$ cat src/rtl/imem_loader_if.sv
// imem_loader_if: byte-stream input and instruction-memory write port of the
// boot loader, bundled so the source and the memory can be bound as one unit.
//
// Handshake: a byte on in_data is transferred on a rising CLK edge where
// in_valid and in_ready are both high. in_ready depends only on loader state,
// never on in_valid. A source that raises in_valid must hold in_valid and
// in_data stable until that transfer edge.
// Write port: mem_we is a one-cycle strobe. mem_addr/mem_wdata are meaningful
// only while mem_we is high.
`timescale 1ns/1ps
interface imem_loader_if #(
  parameter int ADDR_W = 8
);
  logic              in_valid;
  logic [7:0]        in_data;
  logic              in_ready;
  logic              mem_we;
  logic [ADDR_W-1:0] mem_addr;
  logic [31:0]       mem_wdata;

  // Byte source and memory sink side (testbench / boot ROM + imem)
  modport master (
    output in_valid, in_data,
    input  in_ready, mem_we, mem_addr, mem_wdata
  );

  // Loader side
  modport slave (
    input  in_valid, in_data,
    output in_ready, mem_we, mem_addr, mem_wdata
  );
endinterface

$ cat src/rtl/imem_loader.sv
// imem_loader: boot-time program loader. Receives a header byte N, then 4*N
// payload bytes (big-endian words), and writes each word into the byte-
// addressed instruction memory starting at address 0. Holds the CPU in reset
// (cpu_rst_n low) until a complete image has been written.
//
// Optional feature: define LOADER_CHECKSUM_EN to require a trailing byte equal
// to the 8-bit sum of the payload bytes; a mismatch ends in ERR.
`timescale 1ns/1ps
module imem_loader #(
  parameter int ADDR_W = 8
) (
  input  logic       CLK,
  input  logic       Reset_n,
  input  logic       start,
  imem_loader_if.slave bus,
  output logic       cpu_rst_n,
  output logic       busy,
  output logic       done,
  output logic       err,
  output logic [7:0] word_cnt,
  output logic [2:0] dbg_state
);

  // Largest legal word count: 4*N may equal but not exceed 2^ADDR_W bytes.
  localparam logic [31:0] CAP_WORDS = 32'd1 << (ADDR_W - 2);

  typedef enum logic [2:0] {
    S_IDLE  = 3'd0,
    S_HDR   = 3'd1,
    S_DATA  = 3'd2,
    S_WRITE = 3'd3,
`ifdef LOADER_CHECKSUM_EN
    S_CSUM  = 3'd4,
`endif
    S_DONE  = 3'd5,
    S_ERR   = 3'd6
  } state_t;

  // State entered once the last word is written (or on an N=0 header).
`ifdef LOADER_CHECKSUM_EN
  localparam state_t S_TAIL = S_CSUM;
`else
  localparam state_t S_TAIL = S_DONE;
`endif

  // Status outputs are registered together with the state so that each one
  // is a clean flop output that always agrees with the state register.
  typedef struct packed {
    logic in_ready;
    logic busy;
    logic done;
    logic err;
    logic cpu_rst_n;
  } flags_t;

  function automatic flags_t flags_of(input state_t s);
    flags_t f;
    f = '0;
    case (s)
      S_HDR, S_DATA: begin
        f.in_ready = 1'b1;
        f.busy     = 1'b1;
      end
      S_WRITE: f.busy = 1'b1;
`ifdef LOADER_CHECKSUM_EN
      S_CSUM: begin
        f.in_ready = 1'b1;
        f.busy     = 1'b1;
      end
`endif
      S_DONE: begin
        f.done      = 1'b1;
        f.cpu_rst_n = 1'b1;
      end
      S_ERR:   f.err = 1'b1;
      default: f = '0;
    endcase
    return f;
  endfunction

  state_t            state;
  flags_t            flg;
  logic [7:0]        n_q;       // latched word count of the current image
  logic [1:0]        byte_idx;  // payload byte position within the word
  logic [23:0]       word_q;    // first three bytes of the word being built
  logic [ADDR_W-1:0] addr_q;    // byte address of the next word to write
`ifdef LOADER_CHECKSUM_EN
  logic [7:0]        csum_q;    // running mod-256 sum of payload bytes
`endif

  logic accept;
  logic too_big;

  assign accept  = bus.in_valid && flg.in_ready;
  assign too_big = {24'd0, bus.in_data} > CAP_WORDS;

  assign bus.in_ready = flg.in_ready;
  assign busy         = flg.busy;
  assign done         = flg.done;
  assign err          = flg.err;
  assign cpu_rst_n    = flg.cpu_rst_n;
  assign dbg_state    = state;

  // Loader FSM: header decode, word assembly, memory write and final check.
  always_ff @(posedge CLK or negedge Reset_n) begin
    if (!Reset_n) begin
      state         <= S_IDLE;
      flg           <= '0;
      n_q           <= '0;
      byte_idx      <= '0;
      word_q        <= '0;
      addr_q        <= '0;
      word_cnt      <= '0;
      bus.mem_we    <= 1'b0;
      bus.mem_addr  <= '0;
      bus.mem_wdata <= '0;
`ifdef LOADER_CHECKSUM_EN
      csum_q        <= '0;
`endif
    end else begin
      case (state)
        // Idle and both terminal states restart the same way; cpu_rst_n
        // drops on the edge that takes start.
        S_IDLE, S_DONE, S_ERR: begin
          if (start) begin
            state    <= S_HDR;
            flg      <= flags_of(S_HDR);
            word_cnt <= '0;
            byte_idx <= '0;
            addr_q   <= '0;
`ifdef LOADER_CHECKSUM_EN
            csum_q   <= '0;
`endif
          end
        end

        S_HDR: begin
          if (accept) begin
            if (too_big) begin
              state <= S_ERR;
              flg   <= flags_of(S_ERR);
            end else if (bus.in_data == 8'd0) begin
              state <= S_TAIL;
              flg   <= flags_of(S_TAIL);
            end else begin
              n_q   <= bus.in_data;
              state <= S_DATA;
              flg   <= flags_of(S_DATA);
            end
          end
        end

        // Shift bytes in MSB first; the fourth byte launches the write.
        S_DATA: begin
          if (accept) begin
            word_q   <= {word_q[15:0], bus.in_data};
            byte_idx <= byte_idx + 2'd1;
`ifdef LOADER_CHECKSUM_EN
            csum_q   <= csum_q + bus.in_data;
`endif
            if (byte_idx == 2'd3) begin
              state         <= S_WRITE;
              flg           <= flags_of(S_WRITE);
              bus.mem_we    <= 1'b1;
              bus.mem_addr  <= addr_q;
              bus.mem_wdata <= {word_q, bus.in_data};
            end
          end
        end

        // mem_we was raised on entry, so it is high for exactly this cycle.
        S_WRITE: begin
          bus.mem_we <= 1'b0;
          word_cnt   <= word_cnt + 8'd1;
          addr_q     <= addr_q + ADDR_W'(4);
          if (word_cnt + 8'd1 == n_q) begin
            state <= S_TAIL;
            flg   <= flags_of(S_TAIL);
          end else begin
            state <= S_DATA;
            flg   <= flags_of(S_DATA);
          end
        end

`ifdef LOADER_CHECKSUM_EN
        S_CSUM: begin
          if (accept) begin
            if (bus.in_data == csum_q) begin
              state <= S_DONE;
              flg   <= flags_of(S_DONE);
            end else begin
              state <= S_ERR;
              flg   <= flags_of(S_ERR);
            end
          end
        end
`endif

        default: begin
          state      <= S_IDLE;
          flg        <= flags_of(S_IDLE);
          bus.mem_we <= 1'b0;
        end
      endcase
    end
  end

endmodule

$ cat src/flat_wrapper.sv
// flat-port wrapper written by rule: the top's interface ports become plain ports
module imem_loader_flat 
#(
  parameter int ADDR_W = 8
)
  (CLK, Reset_n, start, cpu_rst_n, busy, done, err, word_cnt, dbg_state, bus_in_valid, bus_in_data, bus_in_ready, bus_mem_we, bus_mem_addr, bus_mem_wdata);
  imem_loader_if #(.ADDR_W(ADDR_W)) bus_i ();
  input  logic CLK;
  input  logic Reset_n;
  input  logic start;
  output logic cpu_rst_n;
  output logic busy;
  output logic done;
  output logic err;
  output logic [7:0] word_cnt;
  output logic [2:0] dbg_state;
  input wire logic [$bits(bus_i.in_valid)-1:0] bus_in_valid;
  input wire logic [$bits(bus_i.in_data)-1:0] bus_in_data;
  output wire logic [$bits(bus_i.in_ready)-1:0] bus_in_ready;
  output wire logic [$bits(bus_i.mem_we)-1:0] bus_mem_we;
  output wire logic [$bits(bus_i.mem_addr)-1:0] bus_mem_addr;
  output wire logic [$bits(bus_i.mem_wdata)-1:0] bus_mem_wdata;
  assign bus_i.in_valid = bus_in_valid;
  assign bus_i.in_data = bus_in_data;
  assign bus_in_ready = bus_i.in_ready;
  assign bus_mem_we = bus_i.mem_we;
  assign bus_mem_addr = bus_i.mem_addr;
  assign bus_mem_wdata = bus_i.mem_wdata;
  imem_loader #(.ADDR_W(ADDR_W)) u_core (.CLK(CLK), .Reset_n(Reset_n), .start(start), .bus(bus_i), .cpu_rst_n(cpu_rst_n), .busy(busy), .done(done), .err(err), .word_cnt(word_cnt), .dbg_state(dbg_state));
endmodule
$ cat config.mk
export PLATFORM = sky130hd
export DESIGN_NAME = imem_loader_flat
export DESIGN_NICKNAME = d
export VERILOG_FILES = /design/src/rtl/imem_loader_if.sv /design/src/rtl/imem_loader.sv /design/src/flat_wrapper.sv
export SDC_FILE = /design/constraint.sdc
export NUM_CORES = 1
export LEC_CHECK = 0
export CAP_MARGIN = 5
export CORE_MARGIN = 5
export CORE_UTILIZATION = 37
export CTS_CLUSTER_SIZE = 30
export DETAILED_ROUTE_END_ITERATION = 7
export SLEW_MARGIN = 10
export SYNTH_ARGS = -nofsm -noshare
export SYNTH_HDL_FRONTEND = slang
export SYNTH_SLANG_ARGS = --single-unit
export TNS_END_PERCENT = 100
$ cat constraint.sdc
create_clock -name CLK -period 6.4 [get_ports CLK]
set_clock_uncertainty 0.2 [all_clocks]
set_input_delay 0.96 -clock CLK [delete_from_list [all_inputs] [get_ports CLK]]
set_output_delay 0.96 -clock CLK [all_outputs]
set_load 0.03 [all_outputs]
* Word level (Yosys, flattened, before mapping) *
Index checks and enable logic that the tools add are counted.

word-level totals
  bits in registers = 99
  bits of input ports = 12
  word-level logic and storage cells = 71

cells by class
  add/subtract/negate cells = 3
  $lt $le $gt $ge = 1
  equal/unequal tests = 11
  multiplexer cells = 25
  bitwise gates (word level) = 3
  reductions and logical operators = 14

operators by type and width
  cell                 number
  $mux 5               7
  $pmux 8 s2           2
  $mux 3               7
  $pmux 5 s4           1
  $pmux 3 s4           1
  $reduce_and 3->1     3
  $add 8x1->8 const B  1
  $add 8x3->8 const B  1
  $eq 8x8->1           1
  $gt 8x7->1 const B   1
  $logic_not 8->1      1
  $mux 8               1
  $reduce_and 4->1     2
  $eq 3x2->1 const B   2
  $eq 3x3->1 const B   2
  $ne 2x1->1 const B   3
  $mux 2               2
  $pmux 2 s2           1
  $reduce_and 2->1     2
  $reduce_bool 2->1    2
  $reduce_or 4->1      1
  $eq 3x1->1 const B   1
  $logic_not 3->1      1
  $not 1->1            3
  7 further kinds      8

* Longest topological paths before layout *
Gate-level depths: netlist of the first run.

  depth in word-level cells = 5
  mapped depth = 8
  depth with buffers taken out = 6

* Worst setup path after synthesis of the first run *
Ideal clock, no wire load.

  kind = input-to-reg
  from = input bus_in_data[2]
  to = register u_core.n_q[0]
  arrival = 2.487 ns
  slack = 3.588 ns
  stages = 5
  path buffers = 0
  cells stage by stage = or4_1 nor2_2 mux2_1 nor3b_4 mux2_2

between the ends
  longest elaborated chain between the ends = 3
  elaborated cells between the ends (all ways) = 5

RTL lines
  item                                                  line                                   text
  start, declared                                       flat_wrapper.sv:18                     input wire logic [$bits(bus_i.in_data)-1:0] bus_in_data;
  $gt 8x7->1 / $logic_not 8->1 (equally long branches)  imem_loader.sv:95, imem_loader.sv:142
  $not 1->1 (no line)                                   --
  $reduce_and 4->1 (no line) (*)                        --
  end signal, assigned                                  imem_loader.sv:146                     n_q <= bus.in_data;
  end, declared                                         imem_loader.sv:83                      logic [7:0] n_q;

Every way passes the cells marked *; elsewhere a longest branch is shown, timed or not.
A chain may end at the register's enable or synchronous reset.

* Worst setup path after layout of the first run *
  from = input bus_in_valid
  to = register u_core.bus.mem_wdata[8]

between the ends
  longest elaborated chain between the ends = 2

RTL lines
  item                        line                  text
  start, declared             flat_wrapper.sv:17    input wire logic [$bits(bus_i.in_valid)-1:0] bus_in_valid;
  $logic_and 1x1->1           imem_loader.sv:94     assign accept = bus.in_valid && flg.in_ready;
  $reduce_and 3->1 (no line)  --
  end signal, assigned        imem_loader.sv:166    bus.mem_wdata <= {word_q, bus.in_data};
  end, declared               imem_loader_if.sv:30  output in_ready, mem_we, mem_addr, mem_wdata

Every way passes these cells.

==> results of run 1 <==
-- sequential cells by signal, summed over array words and instances (netlist names) --
| register | count |
|---|---|
| u_core.busy | 1 |
| u_core.err | 1 |
| u_core.bus.in_ready | 1 |
| u_core.bus.mem_wdata | 32 |
| u_core.dbg_state | 3 |
| u_core.bus.mem_we | 1 |
| u_core.bus.mem_addr | 6 |
| u_core.addr_q | 6 |
| u_core.byte_idx | 2 |
| u_core.word_cnt | 8 |
| u_core.n_q | 8 |
| u_core.cpu_rst_n | 1 |
| u_core.word_q | 24 |
-- path summary, 6_finish.rpt --
| path | start | cells past startpoint | slack (ns) | end |
|---|---|---|---|---|
| max in group asynchronous | Reset_n | 2 | 4.54 | u_core.bus.mem_wdata[31] |
| worst min-delay path | Reset_n | 1 | 0.23 | u_core.word_q[18] |
| worst min register to register | u_core.word_q[16] | 2 | 0.29 | u_core.word_q[16] |
| min in group CLK | u_core.word_q[16] | 2 | 0.29 | u_core.word_q[16] |
| worst max-delay path | bus_in_valid | 5 | 2.70 | u_core.bus.mem_wdata[8] |
| worst max register to register | u_core.dbg_state[1] | 4 | 3.22 | u_core.bus.mem_wdata[8] |
-- routing by layer --
layer / track usage / up-vias / routed length [um]
li1: - / 1392 / -
met1: 0.197 / 1442 / 4120
met2: 0.206 / 62 / 4060
met4: 0.0516 / 0 / 150
met5: 0 / - / 0
met3: 0.0277 / 12 / 391
-- power groups by stage --
| stage | Sequential [mW] | Combinational (mW) | Clock (mW) |
|---|---|---|---|
| final | 0.923 | 0.861 | 0.392 |
| after global routing | 0.949 | 0.945 | 0.432 |
| after CTS | 0.925 | 0.875 | 0.404 |
| after detailed placement | 0.937 | 0.872 | 0 |
| after global placement | 0.931 | 0.858 | 0 |
| after floorplan | 1.07 | 0.413 | 0 |
-- area by class of cell --
class,count,area [um2],area share
multi-input combinational,257,1690,0.332
inverter,1,3.75,0.000739
sequential,94,2350,0.463
tap,140,175,0.0345
clock inverter,7,72.6,0.0143
timing repair buffer,67,666,0.131
clock buffer,9,124,0.0244
-- metrics by stage --
stage / hold slack (ns) / instances / setup WS, ns
after floorplan: 0.242 / 372 / 3.59
after global routing: 0.223 / 575 / 2.49
after global placement: 0.257 / 559 / 2.29
after CTS: 0.218 / 575 / 2.62
final: 0.225 / 575 / 2.70
after detailed placement: 0.269 / 559 / 2.22
-- critical path, delay by kind of cell --
kind | cells | cell delay (ns)
muxes | 1 | 0.52
and+or+nand+nor | 3 | 1.75
buffers and inverters | 1 | 0.51
-- cell families (layout without fill, tap and decap cells) --
family | count (synthesis) | in the layout | share of synthesized area
and+or+nand+nor | 142 | 142 | 0.159
DFF | 94 | 94 | 0.571
AOI/OAI and AO/OA | 48 | 48 | 0.0726
muxes | 48 | 48 | 0.131
buffers and inverters | 21 | 84 | 0.0228
xor gates and xnor gates | 14 | 14 | 0.0331
adders and majority gates | 3 | 3 | 0.00911
other | 1 | 2 | 0.000910
-- cells in the mapped netlist, drive strengths merged, types with 2 or more instances --
library cell and n:
a211oi 2, a21oi 3, a221oi 2, a31oi 2, and2 4, and3 6, and3b 2, buf 6
clkbuf 14, dfrtp 94, ha 3, mux2 48, nand2 93, nand2b 2, nand3 6, nand4 4
nor2 11, nor3 3, nor3b 2, o211ai 2, o21ai 26, or3 4, xnor2 7, xor2 6
==> flow_summary.yaml, run 1 <==
sta:
  finalSetupViolCount: 0
  slew_viol_final: 0
  fmax_mhz: 270
  fin_tns_setup_ns: 0
  finalHoldViolCount: 0
  fin_crit_sh: 0.579
  period_needed_ns: 3.70
  rsz0062_at_grt: "no"
  tightest_slew_ns: 1.03
  maxSlewHeadroom: 0.311
floorplanning:
  core_area_um2: 10900
  fp.dieH_um: 116
  start_util: 0.378
  dieWidth_um: 116
  dieArea_um2: 13300
  io_pins: 69
  rows: 38
global_route:
  grt_max_degree: 81
  grt_remaining_overflow: 0
  antenna_found_initial: 0
  grt_pass1_wl_um: 14500
  grt_pass1_vias: 2798
  grt_usage: 0.137
routing:
  dr_total_vias: 2908
  vias_per_cell: 5.06
  drtIter0Drc: 151
  wl_per_cell_um: 15.2
  drc: 0
  antenna_left: 0
  routed_wl_um: 8720
  firstDrtPassIters: 4
layout:
  areaGrowthSynthToFinish_pct: 23.3
  final_common_cell: "dfrtp_1"
  nNetsFinal: 445
  antennaDiodeCount: 0
  post-route-util: 0.466
  mostFrequentLayoutCells: "dfrtp_1 (94), nand2_1 (92), clkdlybuf4s50_1 (65)"
  fillCellCount: 1004
  final_layout_size_suffix_gt1_frac: 0.166
  final_area_um2: 5080
placement:
  finalWeightedCongestion: 0.794
  dp_hpwl_um: 6010
  dpl_cell_area_um2: 4880
  port_buffers: 66
power:
  leakage_nw: 2.42
  vdd_ir_drop_max_mv: 0.233
  power.share.clock: 0.180
  p_total_mw: 2.18
  power.switching_uw: 882
  p_seq_frac: 0.424
  cellInternalPower_mw: 1.29
  p_sw_frac: 0.405
  power.density_nw_per_um2: 428
  combPwrFrac: 0.396
critical_path:
  cpPeakStageDelay_ns: 0.82
  cp_cell_sequence: "clkdlybuf4s50_1 > nand2_1 > nor3_4 > nand2_2 > mux2_2"
  end_kind: "flop"
  worstSetupPathType: "primary input to flop"
  critPathLaunchType: "primary input"
  crit_path_max_fanout: 39
  slowest_stage: "nor3_4"
  worstPathArrival_ns: 3.76
  crit_required_ns: 6.45
worst_hold_path:
  min_path_type: "primary input to async pin"
yosys:
  synth_top_area_frac: 0.571
  synth_flop_cell: "dfrtp_1"
  synth-edff-count: 0
  synth.largest_area_cell: "dfrtp_1"
  postSynthAreaPerCell_um2: 11.1
  async_flop_share: 1.00
  syn_inst: 371
  synth-seq-area-share: 0.571
  ys_warn_count: 0
  ys_types: 48
  synthTopCellsByArea: "dfrtp_1 (57%), mux2_2 (13%), nand2_1 (8.5%)"
  ys_ff_latch: 94
  syn_area_um2: 4120
clock_network:
  cts.sinks: 94
  clockRootBuffer: "clkbuf_8"
  clockBufferDepth: 2
  clock_latency_ns: 0.36
  post_cts_resized: 0
  htree_levels: 3
  post_cts_buffers: 0
  path_clk_slew_ns: 0.11
  numCtsBuffers: 9
  cts_hold_buf: 0
  tritoncts: "done"
run_status:
  outcome: "complete, no violations"
job:
  maxCapViolCount: 0
Note: power is estimated with default switching activity, not from simulation.
==> run 2, diff against run 1 <==
==> constraint.sdc (replaced) <==
create_clock -name CLK -period 3.3 [get_ports CLK]
set_clock_uncertainty 0.2 [all_clocks]
set_input_delay 0.495 -clock CLK [delete_from_list [all_inputs] [get_ports CLK]]
set_output_delay 0.495 -clock CLK [all_outputs]
set_load 0.03 [all_outputs]
==> flow_summary.yaml, run 2 (synthesis results as in run 1) <==
run_status:
  outcome: "complete, no violations"
critical_path:
  crit_path_max_fanout: 8
  critPathLaunchType: "primary input"
  end_kind: "flop"
  worstPathArrival_ns: 2.65
  crit_buf_inv: 1
  slowest_stage: "or4_1"
  worstSetupPathType: "primary input to flop"
  cpPeakStageDelay_ns: 0.60
  reg2reg_slack_ns: 0.74
  cp_cell_sequence: "clkdlybuf4s50_1 > or4_1 > nor2_2 > mux2_1 > nor3b_4 > mux2_2"
  path_delay_family: "simple AND/OR/NAND/NOR gates"
  crit_required_ns: 3.34
routing:
  drtIter0Drc: 105
  antenna_left: 0
  dr_total_vias: 2923
  routed_wl_um: 8860
  wl_per_cell_um: 15.3
  drc: 0
  vias_per_cell: 5.05
  firstDrtPassIters: 4
power:
  vdd_ir_drop_max_mv: 0.472
  leakage_nw: 2.44
  power.density_nw_per_um2: 821
  p_seq_frac: 0.423
  combPwrFrac: 0.402
  power.switching_mw: 1.69
  p_sw_frac: 0.401
  cellInternalPower_mw: 2.52
  power.share.clock: 0.174
sta:
  tightest_slew_ns: 0.834
  rsz0062_at_grt: "no"
  period_needed_ns: 2.62
  setup_ws_ns: 0.684
  finalHoldViolCount: 0
  slew_viol_final: 0
  maxSlewHeadroom: 0.444
  finalSetupViolCount: 0
  fmax_mhz: 382
  fin_crit_sh: 0.793
  fin_tns_setup_ns: 0
placement:
  pre_cts_ws_ns: 0.289
  dpl_cell_area_um2: 4930
  port_buffers: 66
  dp_hpwl_um: 6060
  finalWeightedCongestion: 0.765
layout:
  antennaDiodeCount: 0
  reg.largest.list: "u_core.bus.mem_wdata x32, u_core.word_q x24"
  nNetsFinal: 449
  post-route-util: 0.471
  final_area_um2: 5130
  areaGrowthSynthToFinish_pct: 24.5
  largest_reg_flops: 32
  final_layout_size_suffix_gt1_frac: 0.169
  regMostFlops: "u_core.bus.mem_wdata"
  mostFrequentLayoutCells: "dfrtp_1 (94), nand2_1 (92), clkdlybuf4s50_1 (65)"
  final_common_cell: "dfrtp_1"
global_route:
  antenna_found_initial: 0
  grt_remaining_overflow: 0
  grt_max_degree: 95
  grt_pass1_wl_um: 14900
  grt_usage: 0.141
  grt_pass1_vias: 2952
worst_hold_path:
  min_path_type: "flop to flop"
clock_network:
  tritoncts: "done"
  clockRootBuffer: "clkbuf_8"
  post_cts_buffers: 0
  cts.sinks: 94
  clockBufferDepth: 2
  numCtsBuffers: 9
  path_clk_slew_ns: 0.10
  clock_latency_ns: 0.35
  htree_levels: 3
floorplanning:
  io_pins: 69
  fp.dieH_um: 116
  dieArea_um2: 13300
  core_area_um2: 10900
  rows: 38
  dieWidth_um: 116
  start_util: 0.378
job:
  maxCapViolCount: 0
[run 2: cell count changes in the layout (fill, tap and decap cells not counted), sizes merged]
cell	previous run	this run
buf	2	5
clkbuf	9	10
clkinv	1	2
clkinvlp	1	0
dlygate4sd3	0	1
inv	6	5
[run 2: cell type report]
| class | instances | area (um2) |
|---|---|---|
| clock buffers | 10 | 128 |
| inverters | 1 | 3.75 |
| flip-flops and latches | 94 | 2350 |
| fillers | 1059 | 5760 |
| clock inverters | 6 | 62.6 |
| repair buffers | 71 | 723 |
| multi-input cells | 257 | 1690 |
| well taps | 140 | 175 |
[run 2: what timing repair did]
action | 4_1_cts | 5_1_grt
endpoints found under the hold margin | 38 | 0
gates resized for setup | 0 | 0
hold buffers | 1 | 0
[run 2: path summary, 6_finish.rpt]
| check | startpoint | to | cells after the start |
|---|---|---|---|
| hold / removal | u_core.word_q[20] | u_core.word_q[20] | 2 |
| setup / recovery | bus_in_data[2] | u_core.n_q[0] | 6 |
| max in group asynchronous | Reset_n | u_core.dbg_state[0] | 3 |
| hold reg to reg | u_core.word_q[20] | u_core.word_q[20] | 2 |
| setup reg to reg | u_core.word_cnt[0] | u_core.bus.in_ready | 6 |
| min in group asynchronous | Reset_n | u_core.bus.mem_wdata[18] | 3 |
[run 2: worst reg2reg max path: stages (launching register included)]
cell,delay (ns)
dfrtp_1,0.48
ha_1,0.34
and3_1,0.25
xnor3_1,0.20
nand3_1,0.09
nor4b_2,0.67
o211ai_1,0.18
[run 2: stage by stage]
step / power, mW / hold WS [ns] / instances
after floorplan: 2.87 / -0.000591 / 372
after global placement: 3.49 / 0.256 / 562
after detailed placement: 3.52 / 0.263 / 562
after CTS: 4.27 / 0.290 / 579
after global routing: 4.51 / 0.307 / 579
final: 4.21 / 0.285 / 579
[run 2: power groups by stage]
| stage | Sequential [mW] | Clock (mW) | Combinational (mW) |
|---|---|---|---|
| after floorplan | 2.07 | 0 | 0.801 |
| after detailed placement | 1.81 | 0 | 1.71 |
| after global placement | 1.80 | 0 | 1.69 |
| after global routing | 1.84 | 0.810 | 1.86 |
| after CTS | 1.79 | 0.764 | 1.72 |
| final | 1.78 | 0.734 | 1.69 |
[run 2: metal layers]
layer,vias up,GRT usage,wire (um)
met5,-,0,0
met4,0,0.0579,167
met3,11,0.0319,420
met2,68,0.218,4120
met1,1444,0.191,4150
li1,1400,-,-
==> run 3, diff against run 2 <==
==> constraint.sdc (replaced) <==
create_clock -name CLK -period 2.73 [get_ports CLK]
set_clock_uncertainty 0.2 [all_clocks]
set_input_delay 0.4095 -clock CLK [delete_from_list [all_inputs] [get_ports CLK]]
set_output_delay 0.4095 -clock CLK [all_outputs]
set_load 0.03 [all_outputs]
==> flow_summary.yaml, run 3 (synthesis results as in run 1) <==
run_status:
  outcome: "complete, no violations"
sta:
  period_needed_ns: 2.50
  tightest_slew_ns: 0.552
  slew_viol_final: 0
  fin_crit_sh: 0.916
  fin_hold_ws_ns: 0.276
  rsz0062_at_grt: "no"
  fmax_mhz: 400
  fin_tns_setup_ns: 0
  maxSlewHeadroom: 0.632
  finalHoldViolCount: 0
  finalSetupViolCount: 0
layout:
  regMostFlops: "u_core.bus.mem_wdata"
  mostFrequentLayoutCells: "dfrtp_1 (94), nand2_1 (92), clkdlybuf4s50_1 (65)"
  final_common_cell: "dfrtp_1"
  reg.largest.list: "u_core.bus.mem_wdata x32, u_core.word_q x24"
  nNetsFinal: 461
  antennaDiodeCount: 0
  largest_reg_flops: 32
  areaGrowthSynthToFinish_pct: 26.4
  final_layout_size_suffix_gt1_frac: 0.193
  final_area_um2: 5210
  final-instance-count-excl-fill: 591
worst_hold_path:
  min_path_type: "flop to flop"
routing:
  dr_total_vias: 2986
  antenna_left: 0
  wl_per_cell_um: 15.5
  routed_wl_um: 9180
  drc: 0
  firstDrtPassIters: 4
  vias_per_cell: 5.05
  drtIter0Drc: 162
placement:
  dpl_cell_area_um2: 5010
  placed_cells: 574
  finalWeightedCongestion: 0.806
  port_buffers: 66
  dp_hpwl_um: 6430
clock_network:
  htree_levels: 3
  clock_latency_ns: 0.36
  tritoncts: "done"
  clockRootBuffer: "clkbuf_8"
  clockBufferDepth: 2
  cts.sinks: 94
  numCtsBuffers: 9
  path_clk_slew_ns: 0.10
job:
  maxCapViolCount: 0
critical_path:
  worstSetupPathType: "primary input to flop"
  reg2reg_slack_ns: 0.34
  end_kind: "flop"
  crit_required_ns: 2.77
  crit_path_max_fanout: 8
  critPathLaunchType: "primary input"
  worstPathArrival_ns: 2.54
floorplanning:
  start_util: 0.378
  io_pins: 69
  core_area_um2: 10900
  fp.dieH_um: 116
  rows: 38
  dieWidth_um: 116
  dieArea_um2: 13300
global_route:
  antenna_found_initial: 0
  grt_max_degree: 56
  grt_remaining_overflow: 0
  grt_pass1_wl_um: 15400
  grt_pass1_vias: 2999
  grt_usage: 0.146
power:
  vdd_ir_drop_max_mv: 0.458
  power.density_nw_per_um2: 994
  p_sw_frac: 0.398
  power.share.clock: 0.173
  p_total_mw: 5.17
  power.switching_mw: 2.06
  p_seq_frac: 0.416
  combPwrFrac: 0.412
  leakage_nw: 2.50
  cellInternalPower_mw: 3.11
run 3: final cells by class:
| type | count | area (um2) |
|---|---|---|
| multi-input cells | 257 | 1690 |
| fillers | 1044 | 5680 |
| clock buffers | 10 | 138 |
| repair buffers | 83 | 801 |
| well taps | 140 | 175 |
| flip-flops and latches | 94 | 2350 |
| inverters | 1 | 3.75 |
| clock inverters | 6 | 51.3 |
run 3: final timing paths:
check,to,startpoint,depth (start not counted)
worst max-delay path,u_core.n_q[4],bus_in_data[5],6
worst min-delay path,u_core.word_q[16],u_core.word_q[16],2
worst max register to register,u_core.dbg_state[2],u_core.dbg_state[0],5
worst min register to register,u_core.word_q[16],u_core.word_q[16],2
max in group asynchronous,u_core.addr_q[7],Reset_n,3
min in group asynchronous,u_core.bus.mem_wdata[18],Reset_n,2
run 3: critical path: stages:
cell and delay (ns):
clkdlybuf4s50_1 0.46, or4_1 0.58, nor2_2 0.16, mux2_1 0.17
nor3b_4 0.38, mux2_2 0.38
run 3: what timing repair did:
| action | CTS | global route |
|---|---|---|
| setup buffers | 0 | 0 |
| endpoints found under the setup margin | 0 | 0 |
| endpoints found under the hold margin | 39 | 0 |
| hold buffers | 1 | 0 |
| resized for setup | 0 | 0 |
run 3: metal layers:
layer	track usage	part of all wire	vias to the layer above
met5	0	0	-
li1	-	-	1422
met1	0.201	0.45	1472
met4	0.0524	0.016	0
met2	0.231	0.48	77
met3	0.0266	0.051	15
run 3: power by group through the flow:
| stage | Sequential (mW) | Clock, mW | Combinational, mW |
|---|---|---|---|
| after floorplan | 2.50 | 0 | 0.968 |
| after global placement | 2.17 | 0 | 2.10 |
| after detailed placement | 2.18 | 0 | 2.15 |
| after CTS | 2.16 | 0.925 | 2.16 |
| after global routing | 2.22 | 0.987 | 2.31 |
| final | 2.15 | 0.893 | 2.13 |
run 3: stage by stage:
step           setup WS, ns  utilization
2_1_floorplan         0.187            -
3_3_place_gp         -0.126        0.460
3_5_place_dp         -0.166        0.460
4_1_cts               0.214        0.478
5_1_grt               0.126        0.478
6_report              0.228        0.478
